==> src/rtl/multicycle_control_unit.sv <==
// multicycle_control_unit
// Control FSM for a multicycle RV32 integer core (R/I-ALU, LW, SW, BEQ/BNE, JAL).
// The state register is held in one always_ff. Control outputs are decoded from
// the current state, so enables can follow mem_ready and EQ in the same cycle.
// Every output is forced low while rst_n is low.
// Optional feature: define PERF_COUNT_EN to add the retired-instruction counter
// output instret[CNT_W-1:0], which counts PCWrite pulses.
module multicycle_control_unit #(
    parameter int WIDTH = 32,
    parameter int CNT_W = 32
) (
    input  logic             clk,
    input  logic             rst_n,
    input  logic [WIDTH-1:0] instr,
    input  logic             EQ,
    input  logic             mem_ready,
    output logic             mem_req,
    output logic             MemWrite,
    output logic             IRWrite,
    output logic             PCWrite,
    output logic             RegWrite,
    output logic             PCsrc,
    output logic             ALUsrc,
    output logic             illegal,
    output logic [1:0]       ImmSrc,
    output logic [1:0]       ResultSrc,
    output logic [2:0]       ALUctrl,
    output logic [2:0]       state
`ifdef PERF_COUNT_EN
    ,
    output logic [CNT_W-1:0] instret
`endif
);

    typedef enum logic [2:0] {
        S_FETCH  = 3'b000,
        S_DECODE = 3'b001,
        S_EXEC   = 3'b010,
        S_MEM    = 3'b011,
        S_WB     = 3'b100,
        S_TRAP   = 3'b101
    } state_t;

    // Instruction class captured in DECODE and used by the later states.
    typedef enum logic [2:0] {
        C_RALU   = 3'd0,
        C_IALU   = 3'd1,
        C_LOAD   = 3'd2,
        C_STORE  = 3'd3,
        C_BRANCH = 3'd4,
        C_JAL    = 3'd5
    } cls_t;

    localparam logic [2:0] ALU_ADD = 3'b000;
    localparam logic [2:0] ALU_SUB = 3'b001;
    localparam logic [2:0] ALU_AND = 3'b010;
    localparam logic [2:0] ALU_OR  = 3'b011;
    localparam logic [2:0] ALU_XOR = 3'b100;
    localparam logic [2:0] ALU_SLT = 3'b101;

    // Maps the opcode to {legal, class}.
    function automatic logic [3:0] decode_op(input logic [6:0] op);
        case (op)
            7'b0110011: decode_op = {1'b1, C_RALU};
            7'b0010011: decode_op = {1'b1, C_IALU};
            7'b0000011: decode_op = {1'b1, C_LOAD};
            7'b0100011: decode_op = {1'b1, C_STORE};
            7'b1100011: decode_op = {1'b1, C_BRANCH};
            7'b1101111: decode_op = {1'b1, C_JAL};
            default:    decode_op = {1'b0, C_RALU};
        endcase
    endfunction

    // Maps funct3 to {supported, ALU operation}. SUB is R-type only (instr[30]).
    function automatic logic [3:0] decode_alu(input logic [2:0] f3,
                                              input logic       is_r,
                                              input logic       b30);
        case (f3)
            3'b000:  decode_alu = {1'b1, (is_r && b30) ? ALU_SUB : ALU_ADD};
            3'b111:  decode_alu = {1'b1, ALU_AND};
            3'b110:  decode_alu = {1'b1, ALU_OR};
            3'b100:  decode_alu = {1'b1, ALU_XOR};
            3'b010:  decode_alu = {1'b1, ALU_SLT};
            default: decode_alu = {1'b0, ALU_ADD};
        endcase
    endfunction

    state_t      r_state;
    cls_t        r_cls;

    logic [6:0]  w_op;
    logic [2:0]  w_f3;
    logic        w_b30;
    logic [3:0]  w_dec;
    logic        w_dec_ok;
    cls_t        w_dec_cls;
    logic [3:0]  w_alu;
    logic        w_alu_ok;
    logic [2:0]  w_alu_ctrl;
    logic        w_unused_instr;

    assign w_op       = instr[6:0];
    assign w_f3       = instr[14:12];
    assign w_b30      = instr[30];
    assign w_dec      = decode_op(w_op);
    assign w_dec_ok   = w_dec[3];
    assign w_dec_cls  = cls_t'(w_dec[2:0]);
    assign w_alu      = decode_alu(w_f3, (r_cls == C_RALU), w_b30);
    assign w_alu_ok   = w_alu[3];
    assign w_alu_ctrl = w_alu[2:0];
    // Register numbers, immediates and bits above 31 do not affect control.
    assign w_unused_instr = ^instr;

    // State sequencing. Reset abandons any access in flight and leaves TRAP.
    always_ff @(posedge clk) begin
        if (!rst_n) begin
            r_state <= S_FETCH;
            r_cls   <= C_RALU;
        end else begin
            case (r_state)
                S_FETCH: begin
                    if (mem_ready) begin
                        r_state <= S_DECODE;
                    end else begin
                        r_state <= S_FETCH;
                    end
                end
                S_DECODE: begin
                    if (w_dec_ok) begin
                        r_cls   <= w_dec_cls;
                        r_state <= S_EXEC;
                    end else begin
                        r_state <= S_TRAP;
                    end
                end
                S_EXEC: begin
                    case (r_cls)
                        C_RALU, C_IALU:   r_state <= w_alu_ok ? S_WB : S_TRAP;
                        C_LOAD, C_STORE:  r_state <= S_MEM;
                        C_BRANCH, C_JAL:  r_state <= S_FETCH;
                        default:          r_state <= S_TRAP;
                    endcase
                end
                S_MEM: begin
                    if (!mem_ready) begin
                        r_state <= S_MEM;
                    end else if (r_cls == C_STORE) begin
                        r_state <= S_FETCH;
                    end else if (r_cls == C_LOAD) begin
                        r_state <= S_WB;
                    end else begin
                        r_state <= S_TRAP;
                    end
                end
                S_WB:    r_state <= S_FETCH;
                S_TRAP:  r_state <= S_TRAP;
                default: r_state <= S_TRAP;
            endcase
        end
    end

    // Control decode from the current state. Everything is low during reset.
    always_comb begin
        mem_req   = 1'b0;
        MemWrite  = 1'b0;
        IRWrite   = 1'b0;
        PCWrite   = 1'b0;
        RegWrite  = 1'b0;
        PCsrc     = 1'b0;
        ALUsrc    = 1'b0;
        illegal   = 1'b0;
        ImmSrc    = 2'b00;
        ResultSrc = 2'b00;
        ALUctrl   = ALU_ADD;
        state     = S_FETCH;
        if (rst_n) begin
            state = r_state;
            case (r_state)
                S_FETCH: begin
                    mem_req = 1'b1;
                    IRWrite = mem_ready;
                end
                S_DECODE: begin
                    mem_req = 1'b0;
                end
                S_EXEC: begin
                    case (r_cls)
                        C_RALU: begin
                            ALUsrc  = 1'b0;
                            ImmSrc  = 2'b00;
                            ALUctrl = w_alu_ctrl;
                        end
                        C_IALU: begin
                            ALUsrc  = 1'b1;
                            ImmSrc  = 2'b00;
                            ALUctrl = w_alu_ctrl;
                        end
                        C_LOAD: begin
                            ALUsrc  = 1'b1;
                            ImmSrc  = 2'b00;
                            ALUctrl = ALU_ADD;
                        end
                        C_STORE: begin
                            ALUsrc  = 1'b1;
                            ImmSrc  = 2'b01;
                            ALUctrl = ALU_ADD;
                        end
                        C_BRANCH: begin
                            ALUctrl = ALU_SUB;
                            ImmSrc  = 2'b10;
                            PCWrite = 1'b1;
                            case (w_f3)
                                3'b000:  PCsrc = EQ;
                                3'b001:  PCsrc = ~EQ;
                                default: PCsrc = 1'b0;
                            endcase
                        end
                        C_JAL: begin
                            ImmSrc    = 2'b11;
                            PCWrite   = 1'b1;
                            PCsrc     = 1'b1;
                            RegWrite  = 1'b1;
                            ResultSrc = 2'b10;
                        end
                        default: begin
                            ALUctrl = ALU_ADD;
                        end
                    endcase
                end
                S_MEM: begin
                    // The request is held until the memory returns ready.
                    // A store retires on the ready cycle.
                    mem_req  = 1'b1;
                    MemWrite = (r_cls == C_STORE);
                    if ((r_cls == C_STORE) && mem_ready) begin
                        PCWrite = 1'b1;
                        PCsrc   = 1'b0;
                    end else begin
                        PCWrite = 1'b0;
                    end
                end
                S_WB: begin
                    RegWrite  = 1'b1;
                    ResultSrc = (r_cls == C_LOAD) ? 2'b01 : 2'b00;
                    PCWrite   = 1'b1;
                    PCsrc     = 1'b0;
                end
                S_TRAP: begin
                    illegal = 1'b1;
                end
                default: begin
                    illegal = 1'b0;
                end
            endcase
        end else begin
            state = S_FETCH;
        end
    end

`ifdef PERF_COUNT_EN
    logic [CNT_W-1:0] r_instret;

    // Retired-instruction count. Each PCWrite pulse is one retirement. The count wraps.
    always_ff @(posedge clk) begin
        if (!rst_n) begin
            r_instret <= {CNT_W{1'b0}};
        end else if (PCWrite) begin
            r_instret <= r_instret + {{(CNT_W-1){1'b0}}, 1'b1};
        end else begin
            r_instret <= r_instret;
        end
    end

    assign instret = r_instret;
`endif

endmodule

==> config.mk <==
export PLATFORM = sky130hd
export DESIGN_NAME = multicycle_control_unit
export DESIGN_NICKNAME = d
export VERILOG_FILES = /design/src/rtl/multicycle_control_unit.sv
export SDC_FILE = /design/constraint.sdc
export NUM_CORES = 1
export LEC_CHECK = 0
export BUFFER_PORTS_ARGS = -buffer_cell sky130_fd_sc_hd__buf_4
export CAP_MARGIN = 10
export CORE_MARGIN = 4
export CORE_UTILIZATION = 44
export CTS_BUF_LIST = sky130_fd_sc_hd__clkbuf_4 sky130_fd_sc_hd__clkbuf_8
export CTS_CLUSTER_SIZE = 40
export DETAILED_ROUTE_END_ITERATION = 6
export PLACE_DENSITY = 0.9
export RECOVER_POWER = 25
export SLEW_MARGIN = 20
export SYNTH_ARGS = -nofsm -noshare
export SYNTH_HDL_FRONTEND = slang
export SYNTH_SLANG_ARGS = --single-unit
==> constraint.sdc <==
create_clock -name clk -period 2.8 [get_ports clk]
set_input_delay 0.14 -clock clk [delete_from_list [all_inputs] [get_ports clk]]
set_output_delay 0.14 -clock clk [all_outputs]
set_load 0.05 [all_outputs]
==> impl_metrics.py, run 1 <==
metrics = {
    "yosys": {
        "synth_cells": 98,
        "synth-warning-count": 0,
        "yosysSeqAreaShare": 0.167,
        "syn-cell-area_sq_um": 721,
        "avgSynthCellArea_sq_um": 7.35,
        "ys_ff_latch": 6,
        "syn_nets": 139,
        "ys_types": 42,
    },
    "floorplanning": {
        "die_area_sq_um": 2350,
        "rows": 14,
        "initial_core_util": 0.473,
        "core-area_sq_um": 1520,
        "ios": 54,
        "die_width_um": 48.5,
        "fp.dieH_um": 48.5,
    },
    "routing": {
        "initialDrtViolationCount": 24,
        "wl_per_cell_um": 13.1,
        "drtAntennaViolNets": 0,
        "drc": 0,
        "firstDrtPassIters": 6,
        "viasPerCell": 5.80,
        "num_vias": 841,
        "wl_mm": 1.89,
    },
    "cells_and_area": {
        "nFillCells": 143,
        "layout.cells.most_common_list": "28 x buf_4, 10 x nand2_1, 9 x nor3_1, 8 x nor2_1, 7 x a21oi_1",
        "multi_input_area_sq_um": 561,
        "drive_gt1_frac": 0.295,
        "n_antenna_cell": 0,
        "final_common_cell": "buf_4",
        "regArea_sq_um": 120,
        "fin_area_sq_um": 967,
        "final_nets": 172,
        "areaGrowthSynthToFinish_pct": 34.2,
    },
    "sta": {
        "clock_skew_ns": 0.00102,
        "final-setup-viol-count": 0,
        "slew_headroom": 0.604,
        "finalHoldViolCount": 0,
        "rsz0062_at_grt": "no",
        "fmax_mhz": 533,
        "fin_crit_sh": 0.670,
        "worst_slew_pin_slew_ns": 0.596,
        "drv_slew": 0,
        "period_needed_ns": 1.88,
        "fin_setup_tns_ns": 0,
    },
    "status": {
        "status": "complete, no violations",
    },
    "grt": {
        "grt_pass1_vias": 758,
        "grt_start_max_net_pins": 12,
        "grt_use_total": 0.156,
        "overflow": 0,
        "grt_first_pass_wirelength_mm": 3.13,
        "grt_antenna_before_repair": 0,
    },
    "clock_tree": {
        "cts_num_sinks": 6,
        "holdBufCountCts": 0,
        "postCtsSetupRepairBufs": 0,
        "ctsResizeCount": 0,
        "clkLatencyLatePin_ns": 0.25,
        "cts_buffer_depth": 2,
        "clkTransAtPathRegs_ns": 0.04,
        "root_buffer": "clkbuf_4",
        "cts_tree": "done",
        "numCtsBuffers": 3,
        "htreeDepth": 1,
    },
    "critical_path": {
        "max_stage_delay_ns": 0.34,
        "end_kind": "output pin",
        "arrival_ns": 1.74,
        "crit_buf_inv": 1,
        "reg2reg_depth": 6,
        "crit_type": "flip-flop to output pin",
        "cpLargestDelayFamily": "simple AND/OR/NAND/NOR gates",
        "worstPathRequired_ns": 2.66,
        "cp_cell_sequence": "nand2b_1, nor2_1, nand2_1, o22ai_1, buf_4",
        "crit_fanout": 8,
        "worstSetupStartpointType": "flip-flop",
        "slowest_stage": "dfxtp_1",
        "crit_cells": 5,
    },
    "hold_path": {
        "hp-class": "primary input to flip-flop",
        "whs_path_depth": 3,
    },
    "place": {
        "numPortBuffers": 32,
        "dp_hpwl_mm": 1.51,
        "place_congestion": 0.836,
        "dpl-instance-area_sq_um": 965,
    },
    "power_and_ir_drop": {
        "ir_worst_vdd_v": 0.000276,
        "power_leakage_nw": 0.409,
        "power.density_nw_per_um2": 338,
    },
    "run": {
        "maxCapViolCount": 0,
    },
}
[worst reg2reg max path: cells and delay by family, from the launching register on]
kind                       cells  cell delay (ns)
AOI/OAI and AO/OA              2             0.69
adders and majority gates      1             0.24
buffers and inverters          1             0.15
DFF                            1             0.44
and+or+nand+nor                2             0.22
[cell usage after synthesis]
cell       count  area, sq um
inv_2          1         3.75
clkbuf_1       3         11.3
o21ai_1        1         5.00
nand2b_1       4         25.0
nor3b_1        2         15.0
a22oi_1        1         7.51
xor2_1         2         17.5
a21oi_1        7         35.0
and2_2         1         7.51
or2_1          1         6.26
mux2i_1        1         10.0
ha_1           5         62.6
o22ai_1        2         12.5
nor4_1         3         18.8
buf_2          1         5.00
a2111oi_0      1         8.76
a2bb2oi_1      1         8.76
xnor2_1        1         8.76
nor3_2         1         10.0
o41ai_2        1         16.3
nand2b_4       1         13.8
o41a_1         1         11.3
nor2_1         8         30.0
o221a_1        1         11.3
nor2b_1        1         6.26
nand3_1        1         5.00
a221o_1        1         10.0
nand2b_2       1         8.76
dfxtp_1        6          120
and2_1         5         31.3
a31oi_1        1         6.26
nand3b_1       1         7.51
and4_1         1         8.76
and3_1         1         6.26
inv_1          4         15.0
nand2_1       10         37.5
a32o_1         1         10.0
a211o_1        1         8.76
or3_4          1         11.3
a211oi_2       1         12.5
a311oi_1       1         8.76
nor3_1         9         45.0
[final timing paths]
kind | endpoint | startpoint | slack, ns
worst max-delay path | RegWrite | r_state[2]$_SDFF_PN0_ | 0.92
worst max register to register | r_state[0]$_SDFF_PN0_ | r_cls[1]$_SDFFE_PN0P_ | 0.94
worst min-delay path | r_cls[0]$_SDFFE_PN0P_ | rst_n | 0.18
worst min register to register | r_cls[0]$_SDFFE_PN0P_ | r_cls[0]$_SDFFE_PN0P_ | 0.55
[per-stage QoR]
step | power [W] | cells | utilization | worst slack [ns] | hold slack [ns]
after floorplan | 0.000204 | 98 | - | 0.273 | 0.314
after global placement | 0.000248 | 142 | 0.633 | 0.961 | 0.428
after detailed placement | 0.000252 | 142 | 0.633 | 0.971 | 0.429
after CTS | 0.000331 | 145 | 0.648 | 0.930 | 0.181
after global routing | 0.000340 | 145 | 0.635 | 0.738 | 0.200
final | 0.000327 | 145 | 0.635 | 0.923 | 0.180
[registers in the layout (all words and copies together), names as in the netlist]
| signal | flops |
|---|---|
| r_state | 3 |
| r_cls | 3 |
[cells by family (layout without fill, tap and decap cells)]
| family | count (synthesis) | after routing | share of synthesized area |
|---|---|---|---|
| buffers and inverters | 9 | 40 | 0.0486 |
| adders and majority gates | 5 | 5 | 0.0868 |
| DFF | 6 | 6 | 0.167 |
| and+or+nand+nor | 52 | 52 | 0.408 |
| muxes | 1 | 1 | 0.0139 |
| AOI/OAI and AO/OA | 22 | 22 | 0.240 |
| xor gates and xnor gates | 3 | 3 | 0.0365 |
[power breakdown]
part	total, W	switching, W	internal [W]	leakage [nW]
sequential	0.000104	0.0000114	0.0000921	0.0488
combinational	0.000144	0.0000878	0.0000560	0.346
clock	0.0000797	0.0000312	0.0000485	0.0138
total	0.000327	0.000131	0.000197	0.409
[routing by layer]
metal	track usage	vias up	routed length [um]
met5	0	-	0
li1	-	423	-
met1	0.172	370	764
met4	0.0583	0	28
met2	0.280	43	915
met3	0.0429	5	185
[cell type report]
class,instances,share of cell area
tap,16,0.0207
multi-input combinational,83,0.580
clock buffer,3,0.0233
timing repair buffer,32,0.233
inverter,5,0.0194
sequential,6,0.124
No activity file was read; power rests on OpenSTA's default activity.
==> run 2: changes to the inputs <==
--- a/config.mk
+++ b/config.mk
@@ -8,11 +8,11 @@
 export BUFFER_PORTS_ARGS = -buffer_cell sky130_fd_sc_hd__buf_4
 export CAP_MARGIN = 10
 export CORE_MARGIN = 4
-export CORE_UTILIZATION = 44
+export CORE_UTILIZATION = 41
 export CTS_BUF_LIST = sky130_fd_sc_hd__clkbuf_4 sky130_fd_sc_hd__clkbuf_8
 export CTS_CLUSTER_SIZE = 40
 export DETAILED_ROUTE_END_ITERATION = 6
-export PLACE_DENSITY = 0.9
+export PLACE_DENSITY = 0.85
 export RECOVER_POWER = 25
 export SLEW_MARGIN = 20
 export SYNTH_ARGS = -nofsm -noshare
==> constraint.sdc (replaced) <==
create_clock -name clk -period 1.9 [get_ports clk]
set_input_delay 0.095 -clock clk [delete_from_list [all_inputs] [get_ports clk]]
set_output_delay 0.095 -clock clk [all_outputs]
set_load 0.05 [all_outputs]
==> impl_metrics.py, run 2 (synthesized netlist as in run 1, its figures left out) <==
metrics = {
    "status": {
        "status": "complete, no violations",
    },
    "routing": {
        "drc": 0,
        "wl_mm": 1.93,
        "initialDrtViolationCount": 26,
        "firstDrtPassIters": 4,
        "drtAntennaViolNets": 0,
        "viasPerCell": 5.66,
        "wl_per_cell_um": 12.9,
        "num_vias": 844,
    },
    "cells_and_area": {
        "final_core_util": 0.656,
        "nFillCells": 148,
        "layout.cells.most_common_list": "32 x buf_4, 10 x nand2_1, 7 x a21oi_1, 7 x nor2_1, 7 x nor3_1",
        "final_nets": 176,
        "reg_top3": "r_cls: 3 flops, r_state: 3 flops",
        "multi_input_area_sq_um": 597,
        "drive_gt1_frac": 0.368,
        "n_antenna_cell": 0,
        "final_common_cell": "buf_4",
        "areaGrowthSynthToFinish_pct": 43.4,
        "regArea_sq_um": 120,
    },
    "critical_path": {
        "crit_buf_inv": 1,
        "end_kind": "output pin",
        "regToRegEndpoint": "r_state[0]$_SDFF_PN0_",
        "arrival_ns": 1.63,
        "crit_type": "flip-flop to output pin",
        "cp_cell_sequence": "nand2b_2, nor2_2, nand2_1, o22ai_1, buf_4",
        "reg2reg_depth": 6,
        "rr_startpoint": "r_cls[1]$_SDFFE_PN0P_",
        "worstSetupStartpointType": "flip-flop",
        "cpLargestDelayFamily": "simple AND/OR/NAND/NOR gates",
        "max_stage_delay_ns": 0.38,
        "crit_fanout": 7,
        "slowest_stage": "dfxtp_1",
        "rrSetupSlack_ns": 0.24,
        "worstPathRequired_ns": 1.80,
        "crit_start": "r_state[0]$_SDFF_PN0_",
    },
    "place": {
        "post-place-ws_ns": 0.133,
        "place_congestion": 0.767,
        "dp_hpwl_mm": 1.58,
        "numPortBuffers": 32,
    },
    "sta": {
        "finalHoldViolCount": 0,
        "setup_ws_ns": 0.174,
        "fmax_mhz": 579,
        "rsz0062_at_grt": "no",
        "period_needed_ns": 1.73,
        "worst_slew_pin_slew_ns": 0.602,
        "drv_slew": 0,
        "clock_skew_ns": 0.00256,
        "fin_crit_sh": 0.909,
        "final-setup-viol-count": 0,
        "slew_headroom": 0.600,
    },
    "hold_path": {
        "whs_path_depth": 3,
        "hp-class": "primary input to flip-flop",
        "hold_end": "r_cls[0]$_SDFFE_PN0P_",
        "min_from": "rst_n",
    },
    "grt": {
        "grt_antenna_before_repair": 0,
        "grt_start_max_net_pins": 12,
        "grt_pass1_vias": 768,
        "overflow": 0,
        "grt_first_pass_wirelength_mm": 3.31,
        "grt_use_total": 0.167,
    },
    "power_and_ir_drop": {
        "ir_worst_vdd_v": 0.000337,
        "power.density_nw_per_um2": 476,
        "power_leakage_nw": 0.429,
    },
    "run": {
        "maxCapViolCount": 0,
    },
    "clock_tree": {
        "postCtsSetupRepairBufs": 0,
        "clkLatencyLatePin_ns": 0.25,
        "root_buffer": "clkbuf_4",
        "numCtsBuffers": 3,
        "cts_tree": "done",
        "htreeDepth": 1,
        "cts_num_sinks": 6,
        "clkTransAtPathRegs_ns": 0.04,
        "cts_buffer_depth": 2,
    },
    "floorplanning": {
        "ios": 54,
        "core-area_sq_um": 1580,
        "initial_core_util": 0.457,
        "die_area_sq_um": 2490,
        "rows": 14,
        "fp.dieH_um": 49.9,
        "die_width_um": 49.9,
    },
}
## run 2: changes by cell type in the layout (fill, tap and decap cells not counted)
cell and delta:
or3_4 +1, buf_4 +4, or3_1 -1, nor2_2 +1, a2111oi_0 -1, nor3_2 +2
nor2_1 -1, nor4_2 +2, nor3_1 -2, nor4_1 -2, or2_1 -1, a2111oi_2 +1
or2_0 +1
## run 2: power breakdown
| group | switching (W) | internal [W] | leakage (nW) |
|---|---|---|---|
| Sequential | 0.0000169 | 0.000136 | 0.0488 |
| Clock | 0.0000471 | 0.0000715 | 0.0138 |
| Combinational | 0.000134 | 0.0000874 | 0.366 |
| Total | 0.000198 | 0.000295 | 0.429 |
## run 2: per-stage QoR
stage               TNS, ns  instance area, sq um  cells  hold slack, ns  total power [W]
finish                    0                  1030    149           0.138         0.000492
global route              0                  1030    149           0.148         0.000523
CTS                       0                  1040    149           0.131         0.000501
detailed placement        0                  1020    146           0.385         0.000379
global placement          0                  1020    146           0.384         0.000374
floorplan            -0.128                   743     98           0.269         0.000304
## run 2: how the worst max path moves through the flow
stage          cells after the start                     to
2_1_floorplan                      4                PCWrite
3_3_place_gp                       6  r_state[0]$_SDFF_PN0_
3_5_place_dp                       6  r_state[0]$_SDFF_PN0_
4_1_cts                            5               RegWrite
5_1_grt                            4                PCWrite
6_report                           5               RegWrite
## run 2: metal layers
| layer | global-route usage | part of all wire | vias to the layer above |
|---|---|---|---|
| li1 | - | - | 430 |
| met1 | 0.202 | 0.45 | 374 |
| met2 | 0.269 | 0.44 | 35 |
| met3 | 0.0452 | 0.091 | 5 |
| met4 | 0.0829 | 0.019 | 0 |
| met5 | 0 | 0 | - |
## run 2: cell type report
| type | instances | share of cell area |
|---|---|---|
| Sequential cell | 6 | 0.116 |
| Multi-Input combinational cell | 83 | 0.577 |
| Clock buffer | 3 | 0.0218 |
| Tap cell | 16 | 0.0194 |
| Inverter | 5 | 0.0182 |
| Timing Repair Buffer | 36 | 0.247 |
## run 2: tightest hold or removal path, delay by kind of cell
kind / cells / cell delay [ns]
buffers and inverters: 1 / 0.15
AO/OA/AOI/OAI: 2 / 0.09
## run 2: repair_timing
action / 4_1_cts / 5_1_grt
hold endpoints to repair: 0 / 0
setup endpoints to repair: 0 / 3
hold buffers: 0 / 0
gates resized for setup: 0 / 3
